===== src/rtl/ram_burst_master_pkg.sv =====
// Shared definitions for the RAM burst master: FSM states, read-buffer sizing
// and the beat-counter width rule.
package ram_burst_master_pkg;

  typedef enum logic [1:0] {
    IDLE  = 2'd0,
    WRITE = 2'd1,
    READ  = 2'd2
  } state_t;

  localparam int unsigned rd_buf_depth = 2;
  localparam int unsigned rd_cnt_w     = 2;

  // Beat counters must span a full-RAM burst of 2**addr_width beats.
  function automatic int unsigned beat_width(input int unsigned addr_width);
    return addr_width;
  endfunction

endpackage


===== src/rtl/ram_burst_master_if.sv =====
// Command, write-data and read-data streams between a host agent and the
// RAM burst master.
interface ram_burst_master_if #(
  parameter int unsigned data_width = 8,
  parameter int unsigned addr_width = 4
) ();

  logic                  cmd_valid;
  logic                  cmd_ready;
  logic                  cmd_write;
  logic [addr_width-1:0] cmd_addr;
  logic [addr_width-1:0] cmd_len;
  logic                  wdata_valid;
  logic                  wdata_ready;
  logic [data_width-1:0] wdata;
  logic                  rdata_valid;
  logic                  rdata_ready;
  logic [data_width-1:0] rdata;
  logic                  rdata_last;

  modport master (
    output cmd_valid, cmd_write, cmd_addr, cmd_len, wdata_valid, wdata, rdata_ready,
    input  cmd_ready, wdata_ready, rdata_valid, rdata, rdata_last
  );

  modport slave (
    input  cmd_valid, cmd_write, cmd_addr, cmd_len, wdata_valid, wdata, rdata_ready,
    output cmd_ready, wdata_ready, rdata_valid, rdata, rdata_last
  );

endinterface


===== src/rtl/ram_burst_master_rd_buf.sv =====
// Two-entry read-data FIFO carrying {data, last}; push and pop may coincide
// at any occupancy, including full.
module ram_burst_master_rd_buf
  import ram_burst_master_pkg::*;
#(
  parameter int unsigned data_width = 8
) (
  input  logic                  clk,
  input  logic                  rst_n,
  input  logic                  push,
  input  logic [data_width-1:0] push_data,
  input  logic                  push_last,
  input  logic                  pop,
  output logic [data_width-1:0] head_data,
  output logic                  head_last,
  output logic                  head_valid,
  output logic [rd_cnt_w-1:0]   count
);

  logic [data_width-1:0] data0_q, data0_d, data1_q, data1_d;
  logic                  last0_q, last0_d, last1_q, last1_d;
  logic [rd_cnt_w-1:0]   count_q, count_d, kept;
  logic                  do_pop;

  assign do_pop = pop && (count_q != '0);
  assign kept   = count_q - rd_cnt_w'(do_pop);

  // Pop shifts slot 1 into the head; push lands in the first free slot after that.
  always_comb begin
    data0_d = data0_q;
    data1_d = data1_q;
    last0_d = last0_q;
    last1_d = last1_q;
    count_d = kept;
    if (do_pop) begin
      data0_d = data1_q;
      last0_d = last1_q;
    end
    if (push && (kept < rd_cnt_w'(rd_buf_depth))) begin
      if (kept == '0) begin
        data0_d = push_data;
        last0_d = push_last;
      end else begin
        data1_d = push_data;
        last1_d = push_last;
      end
      count_d = kept + rd_cnt_w'(1);
    end
  end

  always_ff @(posedge clk or negedge rst_n) begin
    if (!rst_n) begin
      data0_q <= '0;
      data1_q <= '0;
      last0_q <= 1'b0;
      last1_q <= 1'b0;
      count_q <= '0;
    end else begin
      data0_q <= data0_d;
      data1_q <= data1_d;
      last0_q <= last0_d;
      last1_q <= last1_d;
      count_q <= count_d;
    end
  end

  assign head_valid = (count_q != '0);
  assign head_data  = data0_q;
  assign head_last  = last0_q & head_valid;
  assign count      = count_q;

endmodule


===== src/rtl/ram_burst_master.sv =====
// Burst controller for a single-port synchronous RAM: turns {addr, len, dir}
// commands into RAM cycles with valid/ready write and read data streams.
module ram_burst_master
  import ram_burst_master_pkg::*;
#(
  parameter int unsigned data_width = 8,
  parameter int unsigned addr_width = 4
) (
  input  logic                  clk,
  input  logic                  rst_n,
  ram_burst_master_if.slave     bus,
  output logic                  busy,
  output logic                  done,
  output logic                  ram_wr,
  output logic [addr_width-1:0] ram_addr,
  output logic [data_width-1:0] ram_din,
  input  logic [data_width-1:0] ram_dout
);

  localparam int unsigned beat_w = beat_width(addr_width);
  localparam int unsigned cnt_w  = beat_w + 1;

  state_t                state_q, state_d;
  logic [addr_width-1:0] addr_q, addr_d, addr_hold_q;
  logic [beat_w-1:0]     len_q, len_d, beat_q, beat_d;
  logic [cnt_w-1:0]      issued_q, issued_d;
  logic                  inflight_q, inflight_d, inflight_last_q, inflight_last_d;
  logic [data_width-1:0] din_hold_q;
  logic                  cmd_ready_q, done_q, done_d;

  logic [data_width-1:0] buf_data;
  logic                  buf_last, buf_valid, pop, issue, wr_hs;
  logic [rd_cnt_w-1:0]   buf_count;
  logic [2:0]            occ;

  assign wr_hs = (state_q == WRITE) && bus.wdata_valid;
  assign pop   = buf_valid && bus.rdata_ready;
  // Occupancy the buffer will hold once the in-flight word lands and any pop retires.
  assign occ   = 3'(buf_count) + 3'(inflight_q) - 3'(pop);
  assign issue = (state_q == READ) && (issued_q <= cnt_w'(len_q)) && (occ < 3'd2);

  always_comb begin
    state_d         = state_q;
    addr_d          = addr_q;
    len_d           = len_q;
    beat_d          = beat_q;
    issued_d        = issued_q;
    inflight_d      = 1'b0;
    inflight_last_d = 1'b0;
    done_d          = 1'b0;
    case (state_q)
      IDLE: begin
        if (bus.cmd_valid && cmd_ready_q) begin
          addr_d   = bus.cmd_addr;
          len_d    = bus.cmd_len;
          beat_d   = '0;
          issued_d = '0;
          state_d  = bus.cmd_write ? WRITE : READ;
        end
      end
      WRITE: begin
        if (wr_hs) begin
          addr_d = addr_q + addr_width'(1);
          beat_d = beat_q + beat_w'(1);
          if (beat_q == len_q) begin
            state_d = IDLE;
            done_d  = 1'b1;
          end
        end
      end
      READ: begin
        if (issue) begin
          inflight_d      = 1'b1;
          inflight_last_d = (issued_q == cnt_w'(len_q));
          addr_d          = addr_q + addr_width'(1);
          issued_d        = issued_q + cnt_w'(1);
        end
        if (pop && buf_last) begin
          state_d = IDLE;
          done_d  = 1'b1;
        end
      end
      default: state_d = IDLE;
    endcase
  end

  always_ff @(posedge clk or negedge rst_n) begin
    if (!rst_n) begin
      state_q         <= IDLE;
      addr_q          <= '0;
      len_q           <= '0;
      beat_q          <= '0;
      issued_q        <= '0;
      inflight_q      <= 1'b0;
      inflight_last_q <= 1'b0;
      addr_hold_q     <= '0;
      din_hold_q      <= '0;
      cmd_ready_q     <= 1'b0;
      done_q          <= 1'b0;
    end else begin
      state_q         <= state_d;
      addr_q          <= addr_d;
      len_q           <= len_d;
      beat_q          <= beat_d;
      issued_q        <= issued_d;
      inflight_q      <= inflight_d;
      inflight_last_q <= inflight_last_d;
      addr_hold_q     <= ram_addr;
      din_hold_q      <= ram_din;
      cmd_ready_q     <= (state_d == IDLE);
      done_q          <= done_d;
    end
  end

  ram_burst_master_rd_buf #(
    .data_width (data_width)
  ) u_buf (
    .clk        (clk),
    .rst_n      (rst_n),
    .push       (inflight_q),
    .push_data  (ram_dout),
    .push_last  (inflight_last_q),
    .pop        (pop),
    .head_data  (buf_data),
    .head_last  (buf_last),
    .head_valid (buf_valid),
    .count      (buf_count)
  );

  // RAM address/data hold their last driven value outside an active cycle.
  assign ram_wr   = wr_hs;
  assign ram_addr = ((state_q == WRITE) || issue) ? addr_q : addr_hold_q;
  assign ram_din  = (state_q == WRITE) ? bus.wdata : din_hold_q;

  assign bus.cmd_ready   = cmd_ready_q;
  assign bus.wdata_ready = (state_q == WRITE);
  assign bus.rdata_valid = buf_valid;
  assign bus.rdata       = buf_data;
  assign bus.rdata_last  = buf_last;
  assign busy            = (state_q != IDLE);
  assign done            = done_q;

endmodule


===== src/flat_wrapper.sv =====
// flat-port wrapper written by rule: the top's interface ports become plain ports
module ram_burst_master_flat import ram_burst_master_pkg::*;
#(
  parameter int unsigned data_width = 8,
  parameter int unsigned addr_width = 4
)
  (clk, rst_n, busy, done, ram_wr, ram_addr, ram_din, ram_dout, bus_cmd_valid, bus_cmd_write, bus_cmd_addr, bus_cmd_len, bus_wdata_valid, bus_wdata, bus_rdata_ready, bus_cmd_ready, bus_wdata_ready, bus_rdata_valid, bus_rdata, bus_rdata_last);
  ram_burst_master_if #(.data_width(data_width), .addr_width(addr_width)) bus_i ();
  input  logic clk;
  input  logic rst_n;
  output logic busy;
  output logic done;
  output logic ram_wr;
  output logic [addr_width-1:0] ram_addr;
  output logic [data_width-1:0] ram_din;
  input  logic [data_width-1:0] ram_dout;
  input wire logic [$bits(bus_i.cmd_valid)-1:0] bus_cmd_valid;
  input wire logic [$bits(bus_i.cmd_write)-1:0] bus_cmd_write;
  input wire logic [$bits(bus_i.cmd_addr)-1:0] bus_cmd_addr;
  input wire logic [$bits(bus_i.cmd_len)-1:0] bus_cmd_len;
  input wire logic [$bits(bus_i.wdata_valid)-1:0] bus_wdata_valid;
  input wire logic [$bits(bus_i.wdata)-1:0] bus_wdata;
  input wire logic [$bits(bus_i.rdata_ready)-1:0] bus_rdata_ready;
  output wire logic [$bits(bus_i.cmd_ready)-1:0] bus_cmd_ready;
  output wire logic [$bits(bus_i.wdata_ready)-1:0] bus_wdata_ready;
  output wire logic [$bits(bus_i.rdata_valid)-1:0] bus_rdata_valid;
  output wire logic [$bits(bus_i.rdata)-1:0] bus_rdata;
  output wire logic [$bits(bus_i.rdata_last)-1:0] bus_rdata_last;
  assign bus_i.cmd_valid = bus_cmd_valid;
  assign bus_i.cmd_write = bus_cmd_write;
  assign bus_i.cmd_addr = bus_cmd_addr;
  assign bus_i.cmd_len = bus_cmd_len;
  assign bus_i.wdata_valid = bus_wdata_valid;
  assign bus_i.wdata = bus_wdata;
  assign bus_i.rdata_ready = bus_rdata_ready;
  assign bus_cmd_ready = bus_i.cmd_ready;
  assign bus_wdata_ready = bus_i.wdata_ready;
  assign bus_rdata_valid = bus_i.rdata_valid;
  assign bus_rdata = bus_i.rdata;
  assign bus_rdata_last = bus_i.rdata_last;
  ram_burst_master #(.data_width(data_width), .addr_width(addr_width)) u_core (.clk(clk), .rst_n(rst_n), .bus(bus_i), .busy(busy), .done(done), .ram_wr(ram_wr), .ram_addr(ram_addr), .ram_din(ram_din), .ram_dout(ram_dout));
endmodule

===== config.mk =====
export PLATFORM = sky130hd
export DESIGN_NAME = ram_burst_master_flat
export DESIGN_NICKNAME = d
export VERILOG_FILES = /design/src/rtl/ram_burst_master_pkg.sv /design/src/rtl/ram_burst_master_if.sv /design/src/rtl/ram_burst_master_rd_buf.sv /design/src/rtl/ram_burst_master.sv /design/src/flat_wrapper.sv
export SDC_FILE = /design/constraint.sdc
export NUM_CORES = 1
export LEC_CHECK = 0
export ABC_CLOCK_PERIOD_IN_PS = 4600
export CORE_MARGIN = 5
export CORE_UTILIZATION = 51
export DETAILED_ROUTE_END_ITERATION = 8
export GPL_ROUTABILITY_DRIVEN = 0
export GPL_TIMING_DRIVEN = 0
export PLACE_DENSITY = 0.8
export SYNTH_ARGS = -nofsm -noshare
export SYNTH_HDL_FRONTEND = slang
export SYNTH_SLANG_ARGS = --single-unit

===== constraint.sdc =====
create_clock -name clk -period 4.6 [get_ports clk]
set_input_delay 0.46 -clock clk [delete_from_list [all_inputs] [get_ports clk]]
set_output_delay 0.46 -clock clk [all_outputs]
set_load 0.01 [all_outputs]

==> results of run 1 <==
## through the flow
step	total power, mW	util (%)	cell area (sq um)	hold WS (ns)	setup slack [ns]
floorplan	1.49	-	2760	0.164	1.17
global placement	1.88	65.9	3410	0.476	0.236
detailed placement	1.92	66.2	3420	0.483	0.194
CTS	2.21	68.0	3520	0.152	0.0506
global route	2.38	68.3	3530	0.184	0.00879
finish	2.20	68.3	3530	0.141	0.226
## power by group through the flow
stage / registers [mW] / clock network [mW] / logic, mW
final: 0.791 / 0.284 / 1.13
after global routing: 0.814 / 0.314 / 1.25
after CTS: 0.790 / 0.293 / 1.13
after detailed placement: 0.800 / 0 / 1.12
after global placement: 0.791 / 0 / 1.09
after floorplan: 0.780 / 0 / 0.708
## how the worst max path moves through the flow
stage	from	endpoint	slack, ns	cells after the start
3_3_place_gp	bus_rdata_ready	ram_addr[2]	0.24	13
3_5_place_dp	bus_rdata_ready	ram_addr[3]	0.19	13
2_1_floorplan	u_core.u_buf.count[1]	ram_addr[0]	1.17	12
6_report	u_core.u_buf.count[1]	ram_addr[3]	0.23	13
4_1_cts	u_core.u_buf.count[1]	ram_addr[3]	0.05	13
5_1_grt	u_core.u_buf.count[1]	ram_addr[3]	0.009	13
## worst max-delay path, delay by kind of cell, from the launching register on
family | cells | cell delay (ns)
AND/OR/NAND/NOR | 5 | 0.86
AO/OA/AOI/OAI | 1 | 0.20
XOR/XNOR | 1 | 0.23
multiplexers | 1 | 0.25
flip-flops | 1 | 0.46
adder cells (fa/ha/maj) | 2 | 0.71
buffers and inverters | 3 | 0.90
## cells by family (layout without fill, tap and decap cells)
family,count (synthesis),after routing,share of synthesized area [%]
simple gates,64,64,11.5
flops,55,55,49.9
compound gates,41,41,11.0
mux,37,37,14.6
buf+inv,22,87,3.17
fa+ha+maj,15,15,7.07
xor+xnor,9,9,2.86
## sequential cells by signal, summed over array words and instances, names as in the netlist
signal,cells
u_core.u_buf.last1_q,1
u_core.state_q,2
u_core.done,1
u_core.u_buf.data1_q,8
u_core.u_buf.count,2
u_core.u_buf.head_data,8
u_core.issued_q,5
u_core.u_buf.last0_q,1
u_core.beat_q,4
u_core.addr_hold_q,4
u_core.inflight_q,1
u_core.bus.cmd_ready,1
u_core.din_hold_q,8
u_core.len_q,4
u_core.inflight_last_q,1
u_core.addr_q,4
## cell usage in the layout, fill, tap and decap left out, drive strengths merged, types with 10 or more instances in the layout
cell type / n
ha: 14
clkbuf: 10
nand2: 14
a21oi: 14
mux2i: 12
clkdlybuf4s50: 55
nor2: 19
nand3: 10
mux2: 25
dfrtp: 55
inv: 16
## layout make-up
| cell class | count | area [sq um] |
|---|---|---|
| inverters | 14 | 52.6 |
| fillers | 389 | 1640 |
| repair buffers | 57 | 576 |
| well taps | 70 | 87.6 |
| clock inverters | 3 | 27.5 |
| flip-flops and latches | 55 | 1380 |
| clock buffers | 5 | 68.8 |
| multi-input cells | 166 | 1310 |
| plain buffers | 8 | 35.0 |
## layer usage
metal  wire length [microns]  track usage, %  share of wire, %
met2                    2860            28.9                50
met5                       0               0                 0
met3                     262            3.46               4.6
met1                    2540            23.0                44
met4                      86            5.26               1.5
## repair_timing
action | 4_1_cts | 5_1_grt
setup endpoints to repair | 0 | 4
buffers inserted | 0 | 0
resized for setup | 0 | 3
==> results.md, run 1 <==
- Seq/Total Area, Yosys: 49.9%
- DRT Pass-1 Iters: 4
- Worst EP required: 4.14 ns
- GRT Overall Usage: 17.4%
- Slew @ Worst Pin: 0.755 ns
- CTS Buf Count: 5
- Status: completed
- Ys flop type: dfrtp_1
- Number of buffers inserted by hold repair at cts: 0
- Port-buffer cells: 56
- Sequential Power Share: 36.0%
- Pwr Density: 623 nW/um^2
- Sw frac: 37.4%
- Vias in the first global route: 2,032
- Mapped Avg Cell Area: 11.4 sq um
- First-pass GRT wire length: 10,000 microns
- Post-synth top cells: dfrtp_1, mux2_2, nor2_1
- Slew margin rel.: 49.2%
- Sum Neg Setup Slack: 0 ns
- Crit path cell chain: or2_2, and2_1, clkbuf_1, buf_2, ha_1, nand2b_1, fa_1, xnor2_1, nand3_1, a21oi_2, nor2_4, mux2_2, clkdlybuf4s50_1
- Final setup vio count: 0
- Synthesized cell area: 2760 sq um
- Final Non-Filler Cells: 378
- Max frequency: 0.229 GHz
- Routed WL per cell: 15.2 microns
- Comb power frac: 51.2%
- Fin crit share: 95.1%
- CTS Root Cell: clkbuf_8
- Initial Utilization: 53.4%
- R2R Path End: u_core.issued_q[3]
- Synth Register Bits: 55
- Site Rows: 26
- Arrival @ worst endpoint: 3.91 ns
- Core Area: 5170 sq um
- Area Overhead vs Synth: 27.9%
- Clock skew: 0.0104 ns
- Final #Nets: 352
- Cells after DPL: 370
- Final min period: 4.37 ns
- Detailed-route via count: 2,069
- Kind of critical path: reg2out
- CTS tree: yes
- Die height: 83.6 microns
- Top-area cell type share of the netlist area: 49.9%
- Type of origin of the critical path: flop
- Pin count of the biggest net entering global routing: 30
- Internal power: 1.38 mW
- Count leader, synth: dfrtp_1
- Psw: 0.823 mW
- Worst setup EP type: output port
- Max-slew violation count: 0
- Post-synth EDFFs: 0
- DRC viols: 0
- Synth cell types: 46
- Largest stage delay, worst path: 0.53 ns
- Avg Vias per Cell: 5.47
- Worst-case reg-to-reg path depth: 12
- Detail Route Antenna Nets: 0
- Syn nets: 288
- Total of max-cap violations: 0
- Clock buffer depth: 2
- Hold Vio Cnt, Final: 0
- Yosys top cell by area: dfrtp_1
- DIE WIDTH: 83.6 microns
- Critical path's slowest cell: clkdlybuf4s50_1
- Ranking of synthesized cells by area: dfrtp_1, mux2_2, ha_1, mux2i_1, a21oi_1
- Crit Path Max Fanout: 11
- Hold WC Path Type: in2async
- Worst r2r src: u_core.u_buf.count[1]
- Clk sinks: 55
- DP HPWL: 4250 microns
- Leakage: 1.59 nW
- Remaining global-route overflow: 0
- Worst VDD drop: 325 uV
- Clock latency on the worst-skew pair: 0.32 ns
- Layout cells sized above 1: 15.3%
- Post-synthesis async set-or-reset flop share: 100%
- Initial antenna violation count: 0
- RSZ-0062 raised after global routing: no
- Iter 0 DRT Violations: 119
- Clock transition at the registers of the reported paths: 0.11 ns
- Synthesized instance count: 243
- Synth Warn #: 0
- Total Wirelength: 5750 microns
- Clk pwr share: 12.9%
- IO Count: 57
- H-tree depth: 2
- Die area: 6980 sq um
- Antenna cell count: 0
- R2R Setup Slk: 0.96 ns
Note: power is estimated with default switching activity, not from simulation.
==> run 2: changes to the inputs <==
--- a/config.mk
+++ b/config.mk
@@ -12,6 +12,7 @@
 export GPL_ROUTABILITY_DRIVEN = 0
 export GPL_TIMING_DRIVEN = 0
 export PLACE_DENSITY = 0.8
+export SLEW_MARGIN = 20
 export SYNTH_ARGS = -nofsm -noshare
 export SYNTH_HDL_FRONTEND = slang
 export SYNTH_SLANG_ARGS = --single-unit
==> constraint.sdc (replaced) <==
create_clock -name clk -period 4.6 [get_ports clk]
set_input_delay 0.92 -clock clk [delete_from_list [all_inputs] [get_ports clk]]
set_output_delay 0.92 -clock clk [all_outputs]
set_load 0.01 [all_outputs]
==> results.md, run 2 (same netlist as run 1, synthesis figures left out) <==
- Status: completed
- CTS Root Cell: clkbuf_8
- Remaining global-route overflow: 0 (unchanged)
- Kind of critical path: in2out
- Commonest cells after routing, fill and taps aside: dfrtp_1, clkdlybuf4s50_1, mux2_2
- Clock skew: 0.00706 ns (-0.00338 ns)
- Critical path's slowest cell: clkdlybuf4s50_1
- Die area: 6980 sq um (unchanged)
- Worst VDD drop: 314 uV (-3.5%)
- Final min period: 4.51 ns (+0.140 ns)
- Die height: 83.6 microns (unchanged)
- Layout cells sized above 1: 18.1% (+2.9 points)
- DIE WIDTH: 83.6 microns (unchanged)
- Largest stage delay, worst path: 0.40 ns (-0.13 ns)
- Arrival @ worst endpoint: 3.59 ns (-0.32 ns)
- Fin crit share: 98.1% (+3.0 points)
- Final #Nets: 353 (+0.28%)
- DRT Pass-1 Iters: 4 (unchanged)
- Clk pwr share: 12.5% (-0.4 points)
- Iter 0 DRT Violations: 112 (-5.9%)
- GRT Overall Usage: 17.3% (-0.073 points)
- Total of max-cap violations: 0 (unchanged)
- Clock transition at the registers of the reported paths: 0.10 ns (about the same)
- Hold WC Path Type: reg2reg
- Worst EP required: 3.68 ns (-0.46 ns)
- Antenna cell count: 0 (unchanged)
- Sequential Power Share: 35.4% (-0.6 points)
- Comb power frac: 52.1% (+0.9 points)
- DRC viols: 0 (unchanged)
- Initial Utilization: 53.4% (unchanged)
- Crit path cell chain: clkdlybuf4s50_1, and2_4, buf_6, ha_1, nand2b_4, fa_2, xnor2_2, nand3_2, a21oi_4, nor2_4, mux2_2, dlygate4sd2_1
- Crit path buf inv count: 3 (unchanged)
- Total Wirelength: 5740 microns (-0.16%)
- Clock buffer depth: 2 (unchanged)
- Family with the most delay on the worst path: buffers and inverters
- Psw: 0.842 mW (+2.3%)
- Met2 WL: 2820 microns (-1.2%)
- Crit Path Max Fanout: 4 (-7)
- Site Rows: 26 (unchanged)
- Most common cell after layout, fill and taps aside: dfrtp_1
- CTS tree: yes
- Worst setup EP type: output port
- CTS Buf Count: 5 (unchanged)
- Routed WL per cell: 15.1 microns (-0.42%)
- Vias in the first global route: 2,084 (+2.6%)
- Max-slew violation count: 0 (unchanged)
- Worst hold slack: 0.498 ns (+0.357 ns)
- Fillers: 388 (-0.26%)
- Clock latency on the worst-skew pair: 0.31 ns (about the same)
- Met3 wire length: 251 microns (-4.2%)
- Internal power: 1.39 mW (+1.2%)
- Detail Route Antenna Nets: 0 (unchanged)
- Post-Place Setup Slack: -0.699 ns (-0.893 ns)
- Pwr Density: 628 nW/um^2 (+0.78%)
- Core Area: 5170 sq um (unchanged)
- Initial antenna violation count: 0 (unchanged)
- Final setup vio count: 0 (unchanged)
- IO Count: 57 (unchanged)
- DP HPWL: 4120 microns (-3.1%)
- Pin count of the biggest net entering global routing: 56 (+87%)
- Avg Vias per Cell: 5.45 (-0.41%)
- H-tree depth: 2 (unchanged)
- Final Worst Setup Slack: 0.0864 ns (-0.140 ns)
- Clk sinks: 55 (unchanged)
- Type of origin of the critical path: input port
- Sw frac: 37.7% (+0.27 points)
- Slew @ Worst Pin: 0.836 ns (+0.0811 ns)
- Detailed-route via count: 2,066 (-0.14%)
- Highest Signal Layer: met4
- Area Overhead vs Synth: 29.0%
- Max frequency: 0.222 GHz (-3.1%)
- M1 WL: 2560 microns (+0.67%)
- Hold Vio Cnt, Final: 0 (unchanged)
- Slew margin rel.: 43.8% (-5.5 points)
- Port-buffer cells: 56 (unchanged)
- First-pass GRT wire length: 10,100 microns (+0.42%)
- Leakage: 1.61 nW (+1.5%)
==> run 2: path summary, 6_finish.rpt <==
check	from	to	slack, ns	depth (start not counted)
setup / recovery	bus_rdata_ready	ram_addr[1]	0.09	12
hold / removal	u_core.addr_hold_q[1]	u_core.addr_hold_q[1]	0.50	1
setup reg to reg	u_core.u_buf.count[1]	u_core.issued_q[3]	1.19	11
hold reg to reg	u_core.addr_hold_q[1]	u_core.addr_hold_q[1]	0.50	1
max in group asynchronous	rst_n	u_core.done	3.50	1
min in group asynchronous	rst_n	u_core.u_buf.head_data[5]	0.64	1
==> run 2: power groups by stage <==
stage	Clock (mW)	Combinational, mW	Sequential, mW
floorplan	0	0.708	0.780
global placement	0	1.09	0.791
detailed placement	0	1.12	0.798
CTS	0.291	1.15	0.790
global route	0.311	1.29	0.816
finish	0.279	1.17	0.791
==> run 2: what timing repair did <==
item | in CTS | in global routing
buffers inserted | 3 | 0
hold endpoints to repair | 0 | 0
gates resized for setup | 12 | 8
gates cloned | 0 | 0
pin swaps | 2 | 3
hold buffers | 0 | 0
setup endpoints to repair | 4 | 4
==> run 2: through the flow <==
stage | setup TNS [ns] | cells | utilization (%) | area (sq um) | power (mW)
global route | -0.0491 | 379 | 68.8 | 3560 | 2.42
finish | 0 | 379 | 68.8 | 3560 | 2.24
floorplan | 0 | 243 | - | 2760 | 1.49
detailed placement | -2.79 | 369 | 65.8 | 3410 | 1.92
CTS | 0 | 379 | 68.6 | 3550 | 2.23
global placement | -2.72 | 369 | 65.9 | 3410 | 1.88
==> run 2: final cells by class <==
| type | instances | area (sq um) | share of cell area (%) |
|---|---|---|---|
| tap | 70 | 87.6 | 2.46 |
| clock inverter | 3 | 27.5 | 0.773 |
| sequential | 55 | 1380 | 38.7 |
| multi-input combinational | 166 | 1340 | 37.6 |
| timing repair buffer | 59 | 569 | 16.0 |
| clock buffer | 5 | 68.8 | 1.93 |
| inverter | 14 | 52.6 | 1.48 |
| buffer | 7 | 37.5 | 1.05 |
==> run 2: per-layer routing <==
layer  track usage (%)  up-vias
li1                  -      988
met1              23.0     1009
met2              28.6       55
met3              3.16       14
met4              5.56        0
met5                 0        -
==> run 3: changes to the inputs <==
--- a/config.mk
+++ b/config.mk
@@ -7,11 +7,11 @@
 export LEC_CHECK = 0
 export ABC_CLOCK_PERIOD_IN_PS = 4600
 export CORE_MARGIN = 5
-export CORE_UTILIZATION = 51
+export CORE_UTILIZATION = 30
+export CTS_BUF_LIST = sky130_fd_sc_hd__clkbuf_4 sky130_fd_sc_hd__clkbuf_8
 export DETAILED_ROUTE_END_ITERATION = 8
 export GPL_ROUTABILITY_DRIVEN = 0
 export GPL_TIMING_DRIVEN = 0
-export PLACE_DENSITY = 0.8
 export SLEW_MARGIN = 20
 export SYNTH_ARGS = -nofsm -noshare
 export SYNTH_HDL_FRONTEND = slang
==> results.md, run 3 (same netlist as run 1, synthesis figures left out) <==
- Status: completed
- Detail Route Antenna Nets: 0 (unchanged)
- Slew margin rel.: 43.3% (-0.48 points)
- Worst-case reg-to-reg path depth: 11 (unchanged)
- Seq. cell area: 1380 sq um (unchanged)
- Total Wirelength: 6090 microns (+6.1%)
- DRT Pass-1 Iters: 4 (unchanged)
- Type of origin of the critical path: input port
- CTS Root Cell: clkbuf_8
- First-pass GRT wire length: 10,200 microns (+1.1%)
- Kind of critical path: in2out
- Clock latency on the worst-skew pair: 0.32 ns (about the same)
- Post-Place Setup Slack: -0.717 ns (-0.0180 ns)
- Remaining global-route overflow: 0 (unchanged)
- Pwr Density: 612 nW/um^2 (-2.5%)
- Fin crit share: 97.3% (-0.78 points)
- Crit Path Max Fanout: 4 (unchanged)
- Vias in the first global route: 2,099 (+0.72%)
- Leakage: 1.62 nW (+0.34%)
- Die area: 11,200 sq um (+61%)
- Cells after DPL: 411 (+11%)
- Final setup vio count: 0 (unchanged)
- Area occupied by multi-input gates: 1330 sq um (-0.56%)
- Port-buffer cells: 56 (unchanged)
- Max-slew violation count: 0 (unchanged)
- Clock skew: 0.0123 ns (+0.00527 ns)
- Die height: 106 microns (+27%)
- Hold path depth: 1 (unchanged)
- Hold WC Path Type: reg2reg
- DP HPWL: 4340 microns (+5.2%)
- Clock transition at the registers of the reported paths: 0.11 ns (about the same)
- Worst hold slack: 0.505 ns (+0.00783 ns)
- Worst EP required: 3.68 ns (about the same)
- Max frequency: 0.223 GHz (+0.80%)
- Slew @ Worst Pin: 0.843 ns (+0.00710 ns)
- Initial antenna violation count: 0 (unchanged)
- Final Worst Setup Slack: 0.122 ns (+0.0360 ns)
- DRC viols: 0 (unchanged)
- GRT Overall Usage: 11.2% (-6.2 points)
- Clock buffer depth: 2 (unchanged)
- Final min period: 4.48 ns (-0.0360 ns)
- R2R Setup Slk: 1.32 ns (+0.13 ns)
- Final #Nets: 353 (unchanged)
- Routed WL per cell: 14.5 microns (-4.2%)
- Area Overhead vs Synth: 31.5%
- CTS tree: yes
- Clk sinks: 55 (unchanged)
- Avg Vias per Cell: 4.80 (-12%)
- Detailed-route via count: 2,016 (-2.4%)
- CTS Buf Count: 5 (unchanged)
- Antenna cell count: 0 (unchanged)
- IO Count: 57 (unchanged)
- Total of max-cap violations: 0 (unchanged)
- H-tree depth: 2 (unchanged)
- Initial Utilization: 30.3% (-23 points)
- Worst setup EP type: output port
- Iter 0 DRT Violations: 107 (-4.5%)
- Pin count of the biggest net entering global routing: 56 (unchanged)
- Core Area: 9110 sq um (+76%)
- Commonest cells after routing, fill and taps aside: dfrtp_1, clkdlybuf4s50_1, mux2_2
- DIE WIDTH: 106 microns (+27%)
- Hold Vio Cnt, Final: 0 (unchanged)
- Final Non-Filler Cells: 420 (+11%)
- Arrival @ worst endpoint: 3.56 ns (-0.03 ns)
- Layout cells sized above 1: 17.2% (-0.97 points)
- Site Rows: 35 (+35%)
- Most common cell after layout, fill and taps aside: dfrtp_1
- Worst VDD drop: 249 uV (-21%)
- Fillers: 898 (+130%)
-- run 3: cell types whose count changed in the layout (fill, tap and decap cells not counted), sizes merged --
cell	previous run	this run
clkinv	0	1
clkbuf	11	9
inv	16	15
clkdlybuf4s15	1	0
dlygate4sd2	1	4
-- run 3: critical path, cell delays in order --
cell and delay [ns]:
clkdlybuf4s50_1 0.41, and2_4 0.16, buf_6 0.11, ha_1 0.27
nand2b_1 0.17, fa_2 0.56, nand3_2 0.12, a21oi_4 0.19
nor2_4 0.07, mux2_2 0.30, dlygate4sd2_1 0.29
-- run 3: final cells by class --
class                           count  share of cell area [%]
Sequential cell                    55                    37.9
Multi-Input combinational cell    166                    36.7
Timing Repair Buffer               59                    16.4
Tap cell                          111                    3.83
Clock buffer                        5                    1.90
Inverter                           14                    1.45
Buffer                              7                    1.03
Clock inverter                      3                   0.758
-- run 3: path summary, 6_finish.rpt --
check / start / to
max: bus_rdata_ready / ram_addr[3]
min: u_core.addr_hold_q[1] / u_core.addr_hold_q[1]
max reg2reg: u_core.u_buf.count[1] / u_core.issued_q[3]
min reg2reg: u_core.addr_hold_q[1] / u_core.addr_hold_q[1]
max in group asynchronous: rst_n / u_core.beat_q[3]
min in group asynchronous: rst_n / u_core.u_buf.head_data[5]
-- run 3: stage by stage --
stage               util (%)  TNS (ns)  area [sq um]  power (mW)
global route            39.8   -0.0396          3630        2.41
CTS                     39.5         0          3600        2.22
floorplan                  -         0          2760        1.49
finish                  39.8         0          3630        2.22
global placement        38.0     -2.76          3460        1.90
detailed placement      38.3     -2.85          3480        1.92
-- run 3: power breakdown --
part | switching [mW] | internal (mW) | leakage, nW | total [mW]
Sequential | 0.123 | 0.668 | 0.694 | 0.791
Combinational | 0.540 | 0.601 | 0.877 | 1.14
Clock | 0.178 | 0.112 | 0.0463 | 0.290
-- run 3: timing repair --
action,4_1_cts,5_1_grt
pin swaps,1,0
resized for setup,10,4
hold buffers,0,0
endpoints found under the setup margin,4,4
setup buffers,1,1
-- run 3: layer usage --
layer,wire length (microns),global-route usage [%],vias up
met5,0,0,-
met4,121,4.63,0
met3,230,2.06,9
met2,2770,17.9,51
met1,2970,14.9,975
li1,-,-,981
